`src/rtl/rv_trace_buffer_if.sv`:
```
// ---------------------------------------------------------------------------
// rv_trace_buffer_if
// Event and readout bundle for rv_trace_buffer.
//   ev_valid/ev_kind/ev_pc/ev_target : one PC-redirect event per cycle from ID/EX
//   rd_valid/rd_ready/rd_data        : show-ahead ready/valid readout of the oldest entry
// Modports:
//   master : the pipeline/consumer side (drives events and rd_ready)
//   slave  : the trace buffer itself
// ---------------------------------------------------------------------------
interface rv_trace_buffer_if #(
   parameter int XLEN    = 32,
   parameter int ENTRY_W = 2 + 2 * XLEN
);
   logic               ev_valid;
   logic [1:0]         ev_kind;
   logic [XLEN-1:0]    ev_pc;
   logic [XLEN-1:0]    ev_target;
   logic               rd_valid;
   logic               rd_ready;
   logic [ENTRY_W-1:0] rd_data;

   modport master (
      output ev_valid, ev_kind, ev_pc, ev_target, rd_ready,
      input  rd_valid, rd_data
   );

   modport slave (
      input  ev_valid, ev_kind, ev_pc, ev_target, rd_ready,
      output rd_valid, rd_data
   );
endinterface

```
`src/rtl/rv_trace_buffer.sv`:
```
// ---------------------------------------------------------------------------
// rv_trace_buffer
// Control-flow trace buffer: captures PC-redirect events into a circular
// buffer under a start / trigger / post-trigger capture state machine.
// Ports:
//   clock, reset (async, active-low)
//   start   : IDLE -> RUN pulse
//   clear   : return to IDLE, empty buffer, zero counters (beats start/events)
//   trig_en, trig_pc : PC-match trigger
//   bus     : rv_trace_buffer_if.slave (event input + show-ahead readout)
//   count   : number of stored entries
//   dropped : saturating count of lost (discarded or overwritten) events
//   state   : 0 IDLE, 1 RUN, 2 POST, 3 STOP
// Optional feature: define TRACE_TIMESTAMP_EN to prepend a TS_W-bit cycle
// stamp to each entry. Entry layout is {ts?, kind, pc, target}.
// ---------------------------------------------------------------------------
module rv_trace_buffer #(
   parameter int XLEN     = 32,
   parameter int DEPTH    = 16,
   parameter bit WRAP     = 1'b1,
   parameter int POST_CNT = 8,
   parameter bit REC_SEQ  = 1'b0,
   parameter int TS_W     = 16
) (
   input  logic                       clock,
   input  logic                       reset,
   input  logic                       start,
   input  logic                       clear,
   input  logic                       trig_en,
   input  logic [XLEN-1:0]            trig_pc,
   rv_trace_buffer_if.slave           bus,
   output logic [$clog2(DEPTH+1)-1:0] count,
   output logic [15:0]                dropped,
   output logic [1:0]                 state
);
   localparam int PTR_W = $clog2(DEPTH);
   localparam int CNT_W = $clog2(DEPTH + 1);
`ifdef TRACE_TIMESTAMP_EN
   localparam int ENTRY_W = TS_W + 2 + 2 * XLEN;
`else
   localparam int ENTRY_W = 2 + 2 * XLEN;
`endif
   localparam logic [PTR_W-1:0] PTR_ONE   = PTR_W'(1);
   localparam logic [CNT_W-1:0] CNT_ONE   = CNT_W'(1);
   localparam logic [CNT_W-1:0] CNT_FULL  = CNT_W'(DEPTH);
   localparam logic [7:0]       POST_LOAD = 8'(POST_CNT);

   typedef enum logic [1:0] {
      ST_IDLE = 2'd0,
      ST_RUN  = 2'd1,
      ST_POST = 2'd2,
      ST_STOP = 2'd3
   } state_t;

   state_t              state_q, state_d;
   logic [PTR_W-1:0]    head_q, head_d, tail_q, tail_d;
   logic [CNT_W-1:0]    count_q, count_d;
   logic [15:0]         dropped_q, dropped_d;
   logic [7:0]          post_q, post_d;
   logic [ENTRY_W-1:0]  mem_q [DEPTH];
   logic [ENTRY_W-1:0]  wr_entry;
   logic                empty, full, capturing, recordable, rec, pop, trig_hit;
   logic                wr_en, drop;

`ifdef TRACE_TIMESTAMP_EN
   logic [TS_W-1:0]     ts_q, ts_d;

   // Free-running cycle stamp; clear restarts it from zero.
   always_comb begin
      if (clear) begin
         ts_d = {TS_W{1'b0}};
      end else begin
         ts_d = ts_q + TS_W'(1);
      end
   end

   // Timestamp register.
   always_ff @(posedge clock or negedge reset) begin
      if (!reset) begin
         ts_q <= {TS_W{1'b0}};
      end else begin
         ts_q <= ts_d;
      end
   end

   assign wr_entry = {ts_q, bus.ev_kind, bus.ev_pc, bus.ev_target};
`else
   assign wr_entry = {bus.ev_kind, bus.ev_pc, bus.ev_target};
`endif

   assign empty      = (count_q == {CNT_W{1'b0}});
   assign full       = (count_q == CNT_FULL);
   assign capturing  = (state_q == ST_RUN) || (state_q == ST_POST);
   assign recordable = bus.ev_valid && ((bus.ev_kind != 2'd0) || REC_SEQ);
   assign rec        = recordable && capturing && !clear;
   assign pop        = !empty && bus.rd_ready && !clear;
   assign trig_hit   = rec && trig_en && (bus.ev_pc == trig_pc);

   // Buffer pointers, occupancy and loss counter.
   always_comb begin
      head_d    = head_q;
      tail_d    = tail_q;
      count_d   = count_q;
      dropped_d = dropped_q;
      wr_en     = 1'b0;
      drop      = 1'b0;
      if (clear) begin
         head_d    = {PTR_W{1'b0}};
         tail_d    = {PTR_W{1'b0}};
         count_d   = {CNT_W{1'b0}};
         dropped_d = 16'd0;
      end else begin
         // A write into a full buffer with no pop is lost either way: in WRAP
         // mode the oldest entry is overwritten, otherwise the new one is discarded.
         wr_en = rec && (!full || pop || WRAP);
         drop  = rec && full && !pop;
         // When overwriting, tail equals head, so head must step past the victim.
         if (pop || (wr_en && full)) begin
            head_d = head_q + PTR_ONE;
         end else begin
            head_d = head_q;
         end
         if (wr_en) begin
            tail_d = tail_q + PTR_ONE;
         end else begin
            tail_d = tail_q;
         end
         if (wr_en && !full && !pop) begin
            count_d = count_q + CNT_ONE;
         end else if (pop && !wr_en) begin
            count_d = count_q - CNT_ONE;
         end else begin
            count_d = count_q;
         end
         if (drop && (dropped_q != 16'hFFFF)) begin
            dropped_d = dropped_q + 16'd1;
         end else begin
            dropped_d = dropped_q;
         end
      end
   end

   // Capture state machine: next state and post-trigger countdown.
   always_comb begin
      state_d = state_q;
      post_d  = post_q;
      if (clear) begin
         state_d = ST_IDLE;
         post_d  = 8'd0;
      end else begin
         case (state_q)
            ST_IDLE: begin
               if (start) begin
                  state_d = ST_RUN;
               end else begin
                  state_d = ST_IDLE;
               end
            end
            ST_RUN: begin
               // The trigger event is recorded under RUN rules and not counted in POST.
               if (trig_hit) begin
                  post_d = POST_LOAD;
                  if (POST_LOAD == 8'd0) begin
                     state_d = ST_STOP;
                  end else begin
                     state_d = ST_POST;
                  end
               end else begin
                  state_d = ST_RUN;
               end
            end
            ST_POST: begin
               // Discarded events (full, no wrap) still count toward the post window.
               if (rec) begin
                  post_d = post_q - 8'd1;
                  if (post_q == 8'd1) begin
                     state_d = ST_STOP;
                  end else begin
                     state_d = ST_POST;
                  end
               end else begin
                  state_d = ST_POST;
               end
            end
            ST_STOP: begin
               state_d = ST_STOP;
            end
            default: begin
               state_d = ST_IDLE;
            end
         endcase
      end
   end

   // Control registers.
   always_ff @(posedge clock or negedge reset) begin
      if (!reset) begin
         state_q   <= ST_IDLE;
         head_q    <= {PTR_W{1'b0}};
         tail_q    <= {PTR_W{1'b0}};
         count_q   <= {CNT_W{1'b0}};
         dropped_q <= 16'd0;
         post_q    <= 8'd0;
      end else begin
         state_q   <= state_d;
         head_q    <= head_d;
         tail_q    <= tail_d;
         count_q   <= count_d;
         dropped_q <= dropped_d;
         post_q    <= post_d;
      end
   end

   // Entry storage; contents are only meaningful below count, so no reset.
   always_ff @(posedge clock) begin
      if (wr_en) begin
         mem_q[tail_q] <= wr_entry;
      end
   end

   assign bus.rd_valid = !empty;
   assign bus.rd_data  = empty ? {ENTRY_W{1'b0}} : mem_q[head_q];
   assign count        = count_q;
   assign dropped      = dropped_q;
   assign state        = state_q;
endmodule

```
`src/flat_wrapper.sv`:
```
// flat-port wrapper written by rule: the top's interface ports become plain ports
module rv_trace_buffer_flat 
#(
   parameter int XLEN     = 32,
   parameter int DEPTH    = 16,
   parameter bit WRAP     = 1'b1,
   parameter int POST_CNT = 8,
   parameter bit REC_SEQ  = 1'b0,
   parameter int TS_W     = 16
)
  (clock, reset, start, clear, trig_en, trig_pc, count, dropped, state, bus_ev_valid, bus_ev_kind, bus_ev_pc, bus_ev_target, bus_rd_ready, bus_rd_valid, bus_rd_data);
  rv_trace_buffer_if #(.XLEN(XLEN), .ENTRY_W((2 + 2 * XLEN))) bus_i ();
  input  logic clock;
  input  logic reset;
  input  logic start;
  input  logic clear;
  input  logic trig_en;
  input  logic [XLEN-1:0] trig_pc;
  output logic [$clog2(DEPTH+1)-1:0] count;
  output logic [15:0] dropped;
  output logic [1:0] state;
  input wire logic [$bits(bus_i.ev_valid)-1:0] bus_ev_valid;
  input wire logic [$bits(bus_i.ev_kind)-1:0] bus_ev_kind;
  input wire logic [$bits(bus_i.ev_pc)-1:0] bus_ev_pc;
  input wire logic [$bits(bus_i.ev_target)-1:0] bus_ev_target;
  input wire logic [$bits(bus_i.rd_ready)-1:0] bus_rd_ready;
  output wire logic [$bits(bus_i.rd_valid)-1:0] bus_rd_valid;
  output wire logic [$bits(bus_i.rd_data)-1:0] bus_rd_data;
  assign bus_i.ev_valid = bus_ev_valid;
  assign bus_i.ev_kind = bus_ev_kind;
  assign bus_i.ev_pc = bus_ev_pc;
  assign bus_i.ev_target = bus_ev_target;
  assign bus_i.rd_ready = bus_rd_ready;
  assign bus_rd_valid = bus_i.rd_valid;
  assign bus_rd_data = bus_i.rd_data;
  rv_trace_buffer #(.XLEN(XLEN), .DEPTH(DEPTH), .WRAP(WRAP), .POST_CNT(POST_CNT), .REC_SEQ(REC_SEQ), .TS_W(TS_W)) u_core (.clock(clock), .reset(reset), .start(start), .clear(clear), .trig_en(trig_en), .trig_pc(trig_pc), .bus(bus_i), .count(count), .dropped(dropped), .state(state));
endmodule
```
`config.mk`:
```
export PLATFORM = sky130hd
export DESIGN_NAME = rv_trace_buffer_flat
export DESIGN_NICKNAME = d
export VERILOG_FILES = /design/src/rtl/rv_trace_buffer_if.sv /design/src/rtl/rv_trace_buffer.sv /design/src/flat_wrapper.sv
export SDC_FILE = /design/constraint.sdc
export NUM_CORES = 1
export LEC_CHECK = 0
export BUFFER_PORTS_ARGS = -buffer_cell sky130_fd_sc_hd__buf_2
export CORE_AREA = 5 5 274 276
export CTS_CLUSTER_SIZE = 8
export DETAILED_ROUTE_END_ITERATION = 12
export DIE_AREA = 0 0 279 281
export PLACE_DENSITY_LB_ADDON = 0.12
export RECOVER_POWER = 100
export SLEW_MARGIN = 40
export SYNTH_ARGS = -nofsm -noshare
export SYNTH_HDL_FRONTEND = slang
export SYNTH_SLANG_ARGS = --single-unit
```
`constraint.sdc`:
```
create_clock -name clock -period 4.11 [get_ports clock]
set_input_delay 0.822 -clock clock [delete_from_list [all_inputs] [get_ports clock]]
set_output_delay 0.822 -clock clock [all_outputs]
set_load 0.01 [all_outputs]
```
### After elaboration in Yosys (flattened, before gate mapping)

Memory sizes are Yosys's and may differ from the RTL's.
Index checks and enable logic that the tools add are counted.

| word-level totals | value |
|---|---|
| register bits | 39 |
| logic and storage cells | 74 |
| bits in writable memories | 1,056 |
| memories kept | 1 |

| operators by class | value |
|---|---|
| multiplexer cells | 23 |
| add/sub/neg operators | 6 |
| reductions and logical operators | 29 |
| equality and inequality tests | 9 |

Memories:

| memory | depth | width | read ports | clocked after Yosys merged registers in | wr ports | line | text |
|---|---|---|---|---|---|---|---|
| u_core.mem_q | 16 | 66 | 1 | 0 | 1 | rv_trace_buffer.sv:60 | `logic [ENTRY_W-1:0] mem_q [DEPTH];` |

Operator list:

| kind | number |
|---|---|
| $mux W66 | 1 |
| $eq A32 B32 Y1 | 1 |
| $mux W16 | 2 |
| $mux W8 | 3 |
| $add A16 B1 Y16 const B | 1 |
| $mux W4 | 4 |
| $ne A16 B16 Y1 const B | 1 |
| $pmux W8 S2 | 1 |
| $mux W5 | 3 |
| $logic_and A1 B1 Y1 | 13 |
| $add A4 B1 Y4 const B | 2 |
| $eq A8 B1 Y1 const B | 1 |
| $pmux W2 S4 | 1 |
| $reduce_bool A2 Y1 | 4 |
| $sub A8 B1 Y8 const B | 1 |
| $mux W1 | 6 |
| $ne A3 B2 Y1 const B | 2 |
| $reduce_bool A3 Y1 | 2 |
| $add A5 B1 Y5 const B | 1 |
| $eq A5 B5 Y1 const B | 1 |
| $logic_not A1 Y1 | 5 |
| $logic_not A5 Y1 | 1 |
| $sub A5 B1 Y5 const B | 1 |
| $eq A2 B2 Y1 const B | 2 |
| other kinds (5) | 7 |

### Logic depth before layout (Yosys ltp)

| depth | value |
|---|---|
| word-level depth | 9 |
| depth in mapped cells | 11 |
| depth with buffers taken out | 11 |

### Least setup slack after synthesis

OpenSTA, ideal clock, no wires.

| timing path | value |
|---|---|
| kind | input -> register |
| from | input clear |
| to | memory u_core.mem_q[10][0] (netlist bit), enable pin |
| setup time | 0.431 ns |
| arrival time | 3.077 ns |
| stages | 5 |
| slack | 0.602 ns |
| buffers on the path | 1 |
| cells stage by stage | clkbuf_1 nor2_1 nand2_1 nor2_1 and2_1 |

| between the ends | value |
|---|---|
| cells in the longest elaborated chain, start to end | 5 |

Ends and longest elaborated chain:

| element | line | text |
|---|---|---|
| start: declaration | flat_wrapper.sv:16 | `input logic clear;` |
| $logic_not A1 Y1 | rv_trace_buffer.sv:95 | `assign rec = recordable && capturing && !clear;` |
| $logic_and A1 B1 Y1 | rv_trace_buffer.sv:95 |  |
| $mux W1 (*) | rv_trace_buffer.sv:107 | `if (clear) begin` |
| $mux W1 (*) | rv_trace_buffer.sv:216 | `if (wr_en) begin` |
| $mux W1 (implied by the code) (*) | rv_trace_buffer.sv:217 | `mem_q[tail_q] <= wr_entry;` |
| end: declaration | rv_trace_buffer.sv:60 |  |

Mark *: on every way between the ends. The rest lies on a longest branch, timed or not.

### Worst setup path in the final report

| timing path | value |
|---|---|
| from | register u_core.head_q[0] |
| to | output bus_rd_data[33] |

| between the ends | value |
|---|---|
| cells in the longest elaborated chain, start to end | 2 |

Ends and longest elaborated chain:

| element | line | text |
|---|---|---|
| start: declaration | rv_trace_buffer.sv:56 | `logic [PTR_W-1:0] head_q, head_d, tail_q, tail_d;` |
| start signal: assignment | rv_trace_buffer.sv:199 | `head_q <= {PTR_W{1'b0}};` |
| $mem_v2 Z16 W66 | -- |  |
| $mux W66 | rv_trace_buffer.sv:222 | `assign bus.rd_data = empty ? {ENTRY_W{1'b0}} : mem_q[head_q];` |
| end: declaration | flat_wrapper.sv:28 | `output wire logic [$bits(bus_i.rd_data)-1:0] bus_rd_data;` |

Every way passes these cells.

==> reports/summary.md <==
The clock-pin slew reported for the worst setup and hold paths after clock tree synthesis was 0.05 ns. For hold timing, the worst endpoint is u_core.state[0]$_DFF_PN0_. The worst setup path is of the reg2out kind. For the pin with the worst max-slew slack, the measured transition is 2.26 ns. Buffers inserted during clock tree synthesis total 155. The type of the worst min-delay path was in2reg. The run finished, with violations left. The most frequent standard cell in the layout excluding fill and tap cells is edfxtp_1. In the layout the commonest cells are edfxtp_1, mux4_2, clkbuf_16, clkbuf_1, buf_2.

The worst endpoint data arrival time is 3.18 ns, and the portion of synthesized cell area occupied by the leading cell type is 74.1%. For this run the aggregate overflow at the end of global routing stands at 0. Endpoint of the most critical register-to-register path: u_core.mem_q[14][30]$_DFFE_PP_. After layout, the worst path uses 97.3% of the clock period.

The logs give 0.73 ns for the latest clock arrival within the worst-skew pair and 67 for the largest net degree at the start of global routing. The floorplan step defined a core boundary enclosing 0.0723 mm². The number of global-route vias before repair was 21900; the setup total negative slack was 0 ns. For the finished layout, the period the worst path requires is 4.00 ns.

Counting tap cells, the placed design contains a total of 2976 instances. Of the total power, the share spent switching nets is 22.9%. The iteration-0 DRC count of the detailed router was 2342; the minimum setup slack among reg-to-reg paths was 0.21 ns. The share of the Yosys chip area taken by registers is 76.4%. Summing all non-filler instances in the final layout gives an area of 0.0495 mm². Combinational logic is responsible for 12.0% of the overall power. The tools report the detailed-routing iteration count for the pre-antenna-repair pass as 5. The detailed-route vias per instance works out to 6.51. The most common cell type on the critical path is mux4_2. The sequential power share was 46.4%. The fraction of layout instances using a drive strength above 1 was 30.6%; the setup clock skew after layout was 0.0313 ns. The maximum single-stage delay on the critical path works out to 0.53 ns.

In this run the tightest slew margin relative to its limit is -50.8%. The total routed wirelength was 99600 µm. Internal power comes to 20.6 mW. For this run, asynchronously set or reset flops after synthesis account for 3.56%.

The logs give 0.0784 mm² for the area of the die and 0.408 mV for the maximum vdd ir drop. The placed cell area is 0.0456 mm², and the average cell area after synthesis is 23.2 µm². For the number of nets in the layout, the log shows 2305. In this run, synthesis inferred 1056 flip-flops with an integrated enable. The run gives 3174 as the non-filler instance count after layout. The checks that failed: max-capacitance violations, max-slew violations.

The mapped cell area came out at 0.0428 mm². For the worst setup path, the data required time is 3.29 ns. Timing would allow up to 250 MHz. The tree is rooted in a clkbuf_16.

The clock network burns 41.7% of the power. The number of nets in the synthesized netlist is 1969. The logs give 0.788 for the routability-driven placement congestion ratio and 3 for the maximum root-to-sink buffer count. Setup violations remaining at the end of the flow were counted as 0. The cell type with the largest total area after synthesis is edfxtp_1. The predominant post-synthesis flop cell is edfxtp_1. Summed over all nets, the half-perimeter wirelength after detailed placement is 53300 µm. The number of cells on the worst reg-to-reg path was 6. Grouping stages by cell kind, the critical path spends the most delay in multiplexers. The tools report the total count of max-transition violations in the final report as 192. From left edge to right edge, the die measures 279 µm. STA classifies the critical path startpoint as a flop. After synthesis, the netlist uses 50 different library cells. The initial cell density of the core came out at 59.1%. The number of cells produced by synthesis was 1847. Setup repair after global routing left no endpoint under its margin. For the reported leakage power, the log shows 15.5 nW. Total power divided by cell area: 540 mW/mm².

The largest individual stage delay along the critical path comes from the cell mux4_2. The warning count from the yosys run came out at 0. The design draws 26.7 mW.

The port buffer count is 194, and the number of hold violations in the final report is 0. The floorplan has 99 rows. Number of sinks on the clock net: 1095. The source of the worst hold timing path is start. The startpoint identified for the worst register-to-register timing path is u_core.state[0]$_DFF_PN0_. The flop and latch count out of synthesis is 1095. Traced cell by cell, the critical path runs through buf_12 -> clkbuf_4 -> mux4_2 -> mux4_2 -> and2_0 -> buf_2. The number of remaining DRC errors was 0.

After synthesis, the cell types taking the most area are edfxtp_1, mux4_2, dfrtp_1. Cells fill 68.4% of the core in the end. STA classifies the critical path endpoint as a primary output. The run gives 4515 as the final-layout fill cell count. TritonCTS built the clock tree. Dividing the detail-routed wire length by the instance count gives 31.4 µm. The tools report the vias after detailed routing as 20700. The run gives 0 as the remaining antenna violation count after routing. The number of cells on the worst hold path is 3.

The die extent in y is 281 µm, and the net switching power figure is 6.10 mW. For the wire length of the first global-routing pass, the log shows 146000 µm. Area added between synthesis and finish: 15.6%.

The H-tree generated during clock tree synthesis spans 4 levels. Of all nets on the critical path, the largest fanout is 20. The worst path buffer plus inverter count came out at 3. The tool flagged a number of max-cap violations equal to 7.

Global routing used 25.7% of the available tracks. The logs give 195 for the boundary pin count and 4 for the number of antenna violations at the first check in global routing.
tightest hold or removal path, cell delays in order:
cell      delay (ns)
buf_2           0.10
inv_1           0.04
a221oi_1        0.07
routing by layer:
layer | vias up | share of wire (%) | GRT usage, %
met5 | - | 0.013 | 0
met4 | 2 | 2.7 | 8.75
met3 | 153 | 7.7 | 5.52
met2 | 1010 | 50 | 41.4
met1 | 11100 | 39 | 36.1
li1 | 8445 | - | -
logic make-up (layout without fill, tap and decap cells):
family	count (synthesis)	after routing	share of synthesized area, %
AND/OR/NAND/NOR	200	200	2.68
adder cells (fa/ha/maj)	17	17	0.515
buffers and inverters	105	472	1.03
XOR/XNOR	52	52	1.06
multiplexers	337	337	17.5
AO/OA/AOI/OAI	41	41	0.763
other	0	1	0
flip-flops	1095	1095	76.4
how the worst max path moves through the flow:
| stage | from | slack (ns) | depth (start not counted) | end |
|---|---|---|---|---|
| CTS | u_core.head_q[0]$_DFFE_PN0P_ | 0.004 | 6 | bus_rd_data[25] |
| global placement | bus_ev_kind[1] | 0.76 | 10 | u_core.count[4]$_DFFE_PN0P_ |
| global route | u_core.head_q[0]$_DFFE_PN0P_ | 0.005 | 6 | bus_rd_data[30] |
| finish | u_core.head_q[0]$_DFFE_PN0P_ | 0.11 | 6 | bus_rd_data[33] |
| floorplan | clear | 0.60 | 5 | u_core.mem_q[10][0]$_DFFE_PP_ |
| detailed placement | bus_ev_kind[1] | 0.63 | 10 | u_core.count[4]$_DFFE_PN0P_ |
stage by stage:
step | worst slack (ns) | hold slack (ns)
3_3_place_gp | 0.755 | 0.543
4_1_cts | 0.00367 | 0.0504
3_5_place_dp | 0.630 | 0.554
2_1_floorplan | 0.602 | 0.526
6_report | 0.111 | 0.359
5_1_grt | 0.00482 | 0.347
sequential cells by signal, summed over array words and instances (netlist names):
register,flops
u_core.head_q,4
u_core.post_q,8
u_core.dropped,16
u_core.count,5
u_core.mem_q,1056
u_core.state,2
u_core.tail_q,4
cell usage after synthesis (2+ instances only):
| library cell | number |
|---|---|
| edfxtp_1 | 1056 |
| mux4_2 | 330 |
| and2_1 | 80 |
| clkbuf_1 | 57 |
| xor2_1 | 43 |
| dfrtp_1 | 39 |
| buf_2 | 28 |
| nor2_1 | 28 |
| nand2_1 | 21 |
| ha_1 | 16 |
| nand3_1 | 15 |
| inv_1 | 14 |
| a21oi_1 | 12 |
| nor3_1 | 11 |
| nor4_1 | 10 |
| nand4_1 | 9 |
| o21ai_0 | 9 |
| xnor2_1 | 9 |
| and4_1 | 6 |
| mux2i_1 | 5 |
| nand2b_1 | 5 |
| buf_1 | 4 |
| o311ai_0 | 3 |
| or3_1 | 3 |
| a211oi_1 | 2 |
| a311oi_1 | 2 |
| and3_1 | 2 |
| mux2_2 | 2 |
| nand4b_1 | 2 |
| nor2b_1 | 2 |
| nor4b_1 | 2 |
| o31ai_1 | 2 |
final cells by class:
| type | instances | area [µm²] | area share (%) |
|---|---|---|---|
| antenna | 1 | 2.50 | 0.00506 |
| clock buffer | 172 | 3960 | 8.01 |
| clock inverter | 16 | 194 | 0.392 |
| inverter | 14 | 52.6 | 0.106 |
| multi-input combinational | 647 | 9600 | 19.4 |
| sequential | 1095 | 32700 | 66.1 |
| tap | 959 | 1200 | 2.43 |
| timing repair buffer | 270 | 1750 | 3.54 |
what timing repair did:
action	CTS	global route
endpoints found under the setup margin	11	17
buffers inserted	2	3
resized for setup	5	1
gates cloned	1	3
hold buffers	0	0
power groups by stage:
stage	Combinational, mW	Sequential (mW)	Clock, mW
CTS	3.27	12.4	11.3
global route	3.45	12.4	11.8
global placement	3.17	12.6	0
finish	3.20	12.4	11.1
detailed placement	3.21	12.6	0
floorplan	2.03	12.6	0
Power figures use the tool's default switching activity.
